`src/rtl/mips_pkg.sv`:
```
// Shared definitions for the MIPS-style memory interface and fetch stage.
//   START_ADDR   : PC after reset (memory base)
//   SZ_*         : memory access-size encodings (words per request)
//   RW_*         : memory read/write select
//   WORD_BYTES   : bytes per instruction word
//   fetch_state_t: issue-control FSM states
package mips_pkg;

  localparam logic [31:0] START_ADDR = 32'h8002_0000;

  localparam logic [1:0] SZ_1W  = 2'b00;
  localparam logic [1:0] SZ_4W  = 2'b01;
  localparam logic [1:0] SZ_8W  = 2'b10;
  localparam logic [1:0] SZ_16W = 2'b11;

  localparam logic RW_READ  = 1'b1;
  localparam logic RW_WRITE = 1'b0;

  localparam int unsigned WORD_BYTES = 4;

  // IDLE: no request outstanding; WAIT: one request outstanding.
  typedef enum logic {
    FETCH_IDLE,
    FETCH_WAIT
  } fetch_state_t;

endpackage

```
`src/rtl/fetch_queue.sv`:
```
// Small synchronous FIFO holding fetched {pc, insn} entries.
//   clock, reset : clock, asynchronous active-high reset
//   push/push_data : write an entry at the tail
//   pop          : drop the head entry
//   flush        : empty the queue (wins over push and pop)
//   head         : current head entry (stale when count is zero)
//   count        : number of valid entries
// DEPTH must be a power of two so the pointers wrap naturally.
module fetch_queue #(
  parameter int unsigned WIDTH = 64,
  parameter int unsigned DEPTH = 2
) (
  input  logic                     clock,
  input  logic                     reset,
  input  logic                     push,
  input  logic                     pop,
  input  logic                     flush,
  input  logic [WIDTH-1:0]         push_data,
  output logic [WIDTH-1:0]         head,
  output logic [$clog2(DEPTH):0]   count
);

  localparam int unsigned PW = $clog2(DEPTH);
  localparam int unsigned CW = PW + 1;

  logic [WIDTH-1:0] slots [DEPTH];
  logic [PW-1:0]    wr_ptr;
  logic [PW-1:0]    rd_ptr;
  logic             full;

  assign full = (count == CW'(DEPTH));
  assign head = slots[rd_ptr];

  always_ff @(posedge clock) begin
    if (push && !flush) begin
      slots[wr_ptr] <= push_data;
    end
  end

  always_ff @(posedge clock or posedge reset) begin
    if (reset) begin
      wr_ptr <= '0;
      rd_ptr <= '0;
      count  <= '0;
    end else if (flush) begin
      wr_ptr <= '0;
      rd_ptr <= '0;
      count  <= '0;
    end else begin
      if (push) wr_ptr <= wr_ptr + 1'b1;
      if (pop)  rd_ptr <= rd_ptr + 1'b1;
      case ({push, pop})
        2'b10:   count <= count + 1'b1;
        2'b01:   count <= count - 1'b1;
        default: count <= count;
      endcase
    end
  end

  a_no_push_when_full: assert property (@(posedge clock) disable iff (reset)
    !(push && full && !flush));
  a_no_pop_when_empty: assert property (@(posedge clock) disable iff (reset)
    !(pop && (count == '0) && !flush));

endmodule

```
`src/rtl/fetch_unit.sv`:
```
// Instruction-fetch stage in front of byte-addressed main memory.
// Issues single-word reads at the PC, queues returned words and hands
// {pc, insn} to decode with a valid/stall handshake. A redirect loads a
// new PC and flushes queued and outstanding fetches.
//   clock, reset        : clock, asynchronous active-high reset
//   stall               : decode cannot accept this cycle
//   redirect_valid/_pc  : load new PC (low two bits forced to zero), flush
//   mem_address/_access_size/_rw/_enable : read request to memory
//   mem_busy            : memory cannot accept a request this cycle
//   mem_data_in         : read data, valid the cycle after the request
//   insn_valid/insn_out/pc_out : head instruction presented to decode
module fetch_unit #(
  parameter int unsigned           ADDR_WIDTH  = 32,
  parameter int unsigned           DATA_WIDTH  = 32,
  parameter logic [ADDR_WIDTH-1:0] START_ADDR  = mips_pkg::START_ADDR,
  parameter int unsigned           QUEUE_DEPTH = 2
) (
  input  logic                  clock,
  input  logic                  reset,
  input  logic                  stall,
  input  logic                  redirect_valid,
  input  logic [ADDR_WIDTH-1:0] redirect_pc,
  output logic [ADDR_WIDTH-1:0] mem_address,
  output logic [1:0]            mem_access_size,
  output logic                  mem_rw,
  output logic                  mem_enable,
  input  logic                  mem_busy,
  input  logic [DATA_WIDTH-1:0] mem_data_in,
  output logic                  insn_valid,
  output logic [DATA_WIDTH-1:0] insn_out,
  output logic [ADDR_WIDTH-1:0] pc_out
);

  import mips_pkg::*;

  localparam int unsigned CW = $clog2(QUEUE_DEPTH) + 1;
  localparam int unsigned EW = ADDR_WIDTH + DATA_WIDTH;

  fetch_state_t          state;
  fetch_state_t          state_next;
  logic [ADDR_WIDTH-1:0] pc;
  logic [ADDR_WIDTH-1:0] issue_pc;
  logic [ADDR_WIDTH-1:0] last_pc;
  logic [DATA_WIDTH-1:0] last_insn;
  logic [ADDR_WIDTH-1:0] head_pc;
  logic [DATA_WIDTH-1:0] head_insn;
  logic [EW-1:0]         head;
  logic [CW-1:0]         count;
  logic [CW-1:0]         slots_claimed;
  logic                  pop;
  logic                  push;
  logic                  issue;

  assign insn_valid         = (count != '0);
  assign pop                = insn_valid && !stall;
  assign {head_pc, head_insn} = head;
  // Outputs hold the last presented entry while the queue is empty.
  assign pc_out             = insn_valid ? head_pc   : last_pc;
  assign insn_out           = insn_valid ? head_insn : last_insn;

  assign mem_address        = pc;
  assign mem_access_size    = SZ_1W;
  assign mem_rw             = RW_READ;
  assign mem_enable         = issue;

  always_ff @(posedge clock or posedge reset) begin
    if (reset) state <= FETCH_IDLE;
    else       state <= state_next;
  end

  // Issue is blocked in a redirect cycle, so the only response that can be
  // outstanding then lands in that same cycle and is dropped by gating
  // push; nothing stale can arrive afterwards, hence no squash flag.
  always_comb begin
    issue         = 1'b0;
    push          = 1'b0;
    state_next    = state;
    slots_claimed = count - CW'(pop) + CW'(state == FETCH_WAIT);
    if (!reset && !mem_busy && !redirect_valid &&
        (slots_claimed < CW'(QUEUE_DEPTH))) begin
      issue = 1'b1;
    end
    case (state)
      FETCH_IDLE: begin
        if (issue) state_next = FETCH_WAIT;
      end
      FETCH_WAIT: begin
        push       = !redirect_valid;
        state_next = issue ? FETCH_WAIT : FETCH_IDLE;
      end
      default: state_next = FETCH_IDLE;
    endcase
  end

  always_ff @(posedge clock or posedge reset) begin
    if (reset) begin
      pc        <= START_ADDR;
      issue_pc  <= START_ADDR;
      last_pc   <= START_ADDR;
      last_insn <= '0;
    end else begin
      if (redirect_valid) begin
        pc <= {redirect_pc[ADDR_WIDTH-1:2], 2'b00};
      end else if (issue) begin
        pc       <= pc + ADDR_WIDTH'(WORD_BYTES);
        issue_pc <= pc;
      end
      if (insn_valid) begin
        last_pc   <= head_pc;
        last_insn <= head_insn;
      end
    end
  end

  fetch_queue #(
    .WIDTH(EW),
    .DEPTH(QUEUE_DEPTH)
  ) u_queue (
    .clock     (clock),
    .reset     (reset),
    .push      (push),
    .pop       (pop),
    .flush     (redirect_valid),
    .push_data ({issue_pc, mem_data_in}),
    .head      (head),
    .count     (count)
  );

endmodule

```
`config.mk`:
```
export PLATFORM = sky130hd
export DESIGN_NAME = fetch_unit
export DESIGN_NICKNAME = d
export VERILOG_FILES = /design/src/rtl/mips_pkg.sv /design/src/rtl/fetch_queue.sv /design/src/rtl/fetch_unit.sv
export SDC_FILE = /design/constraint.sdc
export NUM_CORES = 1
export LEC_CHECK = 0
export CORE_MARGIN = 2
export CORE_UTILIZATION = 30
export DETAILED_ROUTE_END_ITERATION = 10
export PLACE_DENSITY_LB_ADDON = 0.05
export SYNTH_ARGS = -nofsm -noshare
export SYNTH_HDL_FRONTEND = slang
export SYNTH_HIERARCHICAL = 1
export SYNTH_SLANG_ARGS = --single-unit
```
`constraint.sdc`:
```
create_clock -name clock -period 12.2 [get_ports clock]
set_clock_uncertainty 0.05 [all_clocks]
set_input_delay 1.22 -clock clock [delete_from_list [all_inputs] [get_ports clock]]
set_output_delay 1.22 -clock clock [all_outputs]
set_load 0.01 [all_outputs]
```
==> reports/metrics.yaml, run 1 <==
floorplanning:
  die_h_microns: 192
  io_pins: 170
  core_sq_um: 34600
  die_w_microns: 192
  dieArea_sq_um: 36800
  start_util_pct: 30.5
  rows: 68
synth:
  yosys_warnings: 6
  yosysUniqueCellTypes: 49
  ys_seq_elements: 257
  synthArstFlopShare_pct: 50.2
  synthTopCellsByCount: "128 x edfxtp_1, 123 x dfrtp_1, 79 x mux2_2, 79 x mux2_4, 31 x nand2_1"
  synth_top_area_share_pct: 36.3
  synth_edf_count: 128
  synth.most_common_cell: "edfxtp_1"
  yosysTopAreaCell: "edfxtp_1"
  synth_cells: 638
  ys_top_cells_by_area: "edfxtp_1 36%, dfrtp_1 29%, mux2_4 11%"
  avgSynthCellArea_sq_um: 16.6
  seq_area_frac_synth_pct: 66.9
  dominantRegCellSynth: "edfxtp_1"
  synth_area_sq_um: 10600
sta:
  hold_viol_final: 0
  setup_tns_ns: 0
  setup_viol: 0
  worst_slew_margin_rel_pct: 22.4
  tightest_slew_ns: 1.16
  timing.fmax_mhz: 188
  slew_viol_final: 0
  fin_crit_sh_pct: 43.6
  period_needed_ns: 5.31
  rsz0062_at_grt: "false"
drt:
  wl_per_cell_microns: 18.5
  drc: 0
  routed_via_density: 4.60
  antenna_left: 0
  routed_wirelength_microns: 23900
  vias: 5925
  dr.pass1.iters: 5
  drt_iter0_drc: 167
placed_design:
  postPlaceCellArea_sq_um: 12700
  io_buffer_count: 162
  place_hpwl_microns: 14400
  placed_cells: 1235
  routabilityCongestion: 0.785
clock_tree:
  cts.sinks: 257
  cts_buffers: 29
  cts_tree: "built"
  clock_latency_ns: 0.53
  cts_hold_buf: 0
  root_buffer: "clkbuf_16"
  cts_resized: 0
  htreeDepth: 1
  clockBufferDepth: 3
  path_clk_slew_ns: 0.06
  cts_setup_buffers: 0
worst_setup_path:
  r2r_slack_ns: 7.99
  worstPathMaxFanout: 66
  endpoint_kind: "output port"
  crit_arrival_ns: 4.04
  r2r_cells: 9
  reg2reg_to: "mem_address[29]"
  regToRegStartpoint: "u_queue/count[0]"
  criticalPathCategory: "reg -> out"
  critPathRequiredTime_ns: 10.93
  crit_path_start_kind: "register"
pwr:
  cellLeakagePower_nw: 5.09
  ir_drop_uv: 97.0
  p_total_mw: 2.78
  powerDensity_nw_per_um2: 206
layout:
  area_growth_pct: 27.9
  drive_above_1_share_pct: 26.7
  antenna_cells: 0
  utilization_pct: 39.1
  layout.cells.non_filler: 1288
  nets: 882
  final.fill_count: 3215
  fin_area_sq_um: 13500
global_route:
  grt_pass1_vias: 6418
  grt_pass1_wl_microns: 36900
  grt_max_degree: 82
  antenna_found_initial: 0
  overflow: 0
  track_usage_pct: 12.9
hold_path:
  min_to: "u_queue/slots[1][40]"
  min_from: "issue_pc[8]"
  min_path_cells: 0
  min_path_type: "reg -> reg"
outcome:
  run_status: "complete, no violations"
job:
  maxCapViolations: 0
[area by class of cell]
cell class / count / area, sq um / share of cell area (%)
Clock buffer: 49 / 831 / 6.14
Clock inverter: 4 / 45.0 / 0.333
Inverter: 7 / 31.3 / 0.231
Multi-Input combinational cell: 347 / 3300 / 24.4
Sequential cell: 257 / 7080 / 52.4
Tap cell: 455 / 569 / 4.21
Timing Repair Buffer: 169 / 1670 / 12.3
[worst max-delay path: stages, from the launching register on]
cell             delay [ns]
dfrtp_1                0.46
nor2_4                 0.13
buf_4                  0.77
nor2_1                 0.30
ha_1                   0.36
nor2b_1                0.40
xnor2_4                0.24
nand2_2                0.17
nor2_4                 0.13
clkdlybuf4s50_1        0.55
[per-layer routing]
layer	part of all wire, %	GRT usage (%)	vias to the layer above
met4	1.5	3.22	0
met3	5.8	2.78	27
li1	-	-	2716
met5	0	0	-
met2	46	21.3	185
met1	47	17.3	2997
[report_power, final]
part / internal [mW] / switching [mW]
logic: 0.464 / 0.319
registers: 1.11 / 0.0839
clock network: 0.479 / 0.328
[state kept, by name, summed over array words and instances, names as in the netlist]
signal / cells
u_queue/slots: 128
last_insn: 32
last_pc: 32
issue_pc: 30
mem_address: 30
u_queue/count: 2
state: 1
u_queue/rd_ptr: 1
u_queue/wr_ptr: 1
[how the worst max path moves through the flow]
stage                      from                  end  slack, ns
6_report       u_queue/count[0]           mem_enable       6.89
3_3_place_gp              stall           mem_enable       7.18
2_1_floorplan    redirect_valid  u_queue/slots[0][0]       4.98
4_1_cts        u_queue/count[0]           mem_enable       6.73
5_1_grt        u_queue/count[0]           mem_enable       6.53
3_5_place_dp              stall           mem_enable       7.12
[cells by family after synthesis]
logic type | synth area share (%)
and+or+nand+nor | 5.43
buffers and inverters | 2.38
muxes | 19.7
DFF | 66.9
other | 0.0710
xor gates and xnor gates | 2.24
adders and majority gates | 0.237
AOI/OAI and AO/OA | 2.98
[per-stage QoR]
step | setup WS (ns) | hold slack, ns
final | 6.89 | 0.423
after global routing | 6.53 | 0.443
after CTS | 6.73 | 0.426
after detailed placement | 7.12 | 0.416
after global placement | 7.18 | 0.408
after floorplan | 4.98 | 0.388
[cells in the final DEF (no fill, tap or decap), drive strengths merged, types with 4 or more instances in the layout]
| master | n |
|---|---|
| dfstp | 6 |
| and2 | 5 |
| dfrtp | 123 |
| buf | 8 |
| a31oi | 5 |
| xor2 | 20 |
| and3 | 7 |
| nor2 | 13 |
| nor3 | 6 |
| nand2 | 32 |
| o21ai | 24 |
| nand4 | 11 |
| clkbuf | 49 |
| xnor2 | 4 |
| o211ai | 4 |
| edfxtp | 128 |
| mux2 | 158 |
| or4 | 6 |
| conb | 9 |
| clkdlybuf4s50 | 161 |
| o2111ai | 11 |
| nand3 | 10 |
| inv | 8 |
Note: power is estimated with default switching activity, not from simulation.
==> run 2, diff against run 1 <==
==> constraint.sdc (replaced) <==
create_clock -name clock -period 4.8 [get_ports clock]
set_clock_uncertainty 0.05 [all_clocks]
set_input_delay 0.48 -clock clock [delete_from_list [all_inputs] [get_ports clock]]
set_output_delay 0.48 -clock clock [all_outputs]
set_load 0.01 [all_outputs]
==> reports/metrics.yaml, run 2 (same netlist as run 1, synthesis figures left out) <==
layout:
  largest_reg_flops: 128  # unchanged
  final_common_cell: "clkdlybuf4s50_1"
  drive_above_1_share_pct: 28.2  # +1.6 points
  area_growth_pct: 29.7
  final_cell_mix: "161 x clkdlybuf4s50_1, 128 x edfxtp_1, 122 x dfrtp_1, 79 x mux2_4, 79 x mux2_2"
  reg_top3: "u_queue/slots x128, last_insn x32, last_pc x32"
  nets: 886  # +0.45%
  utilization_pct: 39.6  # +0.53 points
  largest-register: "u_queue/slots"
  antenna_cells: 0  # unchanged
drt:
  dr.pass1.iters: 4  # -1
  drt_iter0_drc: 199  # +19%
  routed_via_density: 4.57  # -0.73%
  routed_wirelength_microns: 23200  # -2.8%
  drc: 0  # unchanged
  antenna_left: 0  # unchanged
  vias: 5909  # -0.27%
  wl_per_cell_microns: 17.9  # -3.2%
pwr:
  p_total_mw: 7.33  # +160%
  powerDensity_nw_per_um2: 534  # +160%
  cellLeakagePower_nw: 5.19  # +2.0%
  ir_drop_uv: 263  # +170%
worst_setup_path:
  criticalPathCategory: "reg -> out"
  endpoint_kind: "output port"
  critPathRequiredTime_ns: 4.27  # -6.66 ns
  crit_end: "mem_enable"
  worstPathMaxFanout: 9  # -86%
  reg2reg_to: "issue_pc[12]"
  regToRegStartpoint: "u_queue/count[0]"
  setup.worst_path.start: "u_queue/count[0]"
  r2r_cells: 9  # unchanged
  crit_path_start_kind: "register"
  crit_arrival_ns: 3.13  # -0.91 ns
  r2r_slack_ns: 1.62  # -6.37 ns
sta:
  hold_ws_ns: 0.330  # -0.0924 ns
  hold_viol_final: 0  # unchanged
  timing.fmax_mhz: 273
  setup_tns_ns: 0  # unchanged
  setup_viol: 0  # unchanged
  period_needed_ns: 3.66
  worst_slew_margin_rel_pct: 26.9  # +4.5 points
  rsz0062_at_grt: "false"
  slew_viol_final: 0  # unchanged
  tightest_slew_ns: 1.09  # -0.0764 ns
  fin_crit_sh_pct: 76.2
clock_tree:
  clock_latency_ns: 0.54  # about the same
  cts.sinks: 257  # unchanged
  cts_setup_buffers: 0  # unchanged
  cts_resized: 0  # unchanged
  root_buffer: "clkbuf_16"
  cts_tree: "built"
  cts_buffers: 30  # +3.4%
  clockBufferDepth: 3  # unchanged
  htreeDepth: 1  # unchanged
  cts_hold_buf: 0  # unchanged
  path_clk_slew_ns: 0.06  # about the same
floorplanning:
  die_w_microns: 192  # unchanged
  die_h_microns: 192  # unchanged
  rows: 68  # unchanged
  dieArea_sq_um: 36800  # unchanged
  io_pins: 170  # unchanged
  core_sq_um: 34600  # unchanged
  start_util_pct: 30.5  # unchanged
global_route:
  track_usage_pct: 12.7  # -0.27 points
  grt_max_degree: 111  # +35%
  grt_pass1_vias: 6350  # -1.1%
  overflow: 0  # unchanged
  antenna_found_initial: 0  # unchanged
  grt_pass1_wl_microns: 36000  # -2.5%
job:
  maxCapViolations: 0  # unchanged
placed_design:
  place_hpwl_microns: 14600  # +1.1%
  routabilityCongestion: 0.798  # +1.7%
  io_buffer_count: 162  # unchanged
outcome:
  run_status: "complete, no violations"
hold_path:
  min_path_type: "in -> async"
-- run 2: cell types whose count changed in the layout (fill, tap and decap cells not counted), sizes merged --
| cell | delta |
|---|---|
| clkbuf | -7 |
| clkinv | +7 |
| buf | +3 |
| bufinv | +3 |
-- run 2: layout make-up --
type,count,area [sq um]
multi-input combinational,347,3300
inverter,7,31.3
clock inverter,14,175
sequential,257,7080
clock buffer,42,857
fill,3202,20900
tap,455,569
timing repair buffer,172,1690
-- run 2: through the flow --
step                setup slack (ns)  cells  area [sq um]
floorplan                      0.590    645         10600
global placement                1.21   1238         12700
detailed placement              1.16   1238         12700
CTS                             1.08   1294         13700
global route                   0.938   1294         13700
finish                          1.14   1294         13700
-- run 2: how the worst min path moves through the flow --
stage                           end
3_5_place_dp   u_queue/slots[0][44]
2_1_floorplan      u_queue/count[0]
4_1_cts            u_queue/count[1]
6_report           u_queue/count[1]
5_1_grt            u_queue/count[1]
3_3_place_gp   u_queue/slots[0][44]
-- run 2: per-layer routing --
metal	routed length, microns	share of wire, %	global-route usage (%)
met1	10700	46	17.2
met4	449	1.9	3.73
met5	0	0	0
met3	1470	6.3	2.76
met2	10600	46	20.2
-- run 2: power by group --
group | leakage [nW] | total (mW) | switching (mW) | internal [mW]
clock | 0.511 | 2.33 | 0.873 | 1.46
combinational | 1.99 | 1.94 | 0.762 | 1.18
sequential | 2.69 | 3.06 | 0.248 | 2.81
total | 5.19 | 7.33 | 1.88 | 5.45
-- run 2: worst max-delay path, cell delays in order, from the launching register on --
cell,delay (ns)
dfrtp_1,0.46
nor2_4,0.06
nor2_1,0.28
ha_1,0.30
nor2b_1,0.39
xnor2_4,0.24
nand2_2,0.17
nor2_4,0.14
clkdlybuf4s50_1,0.55
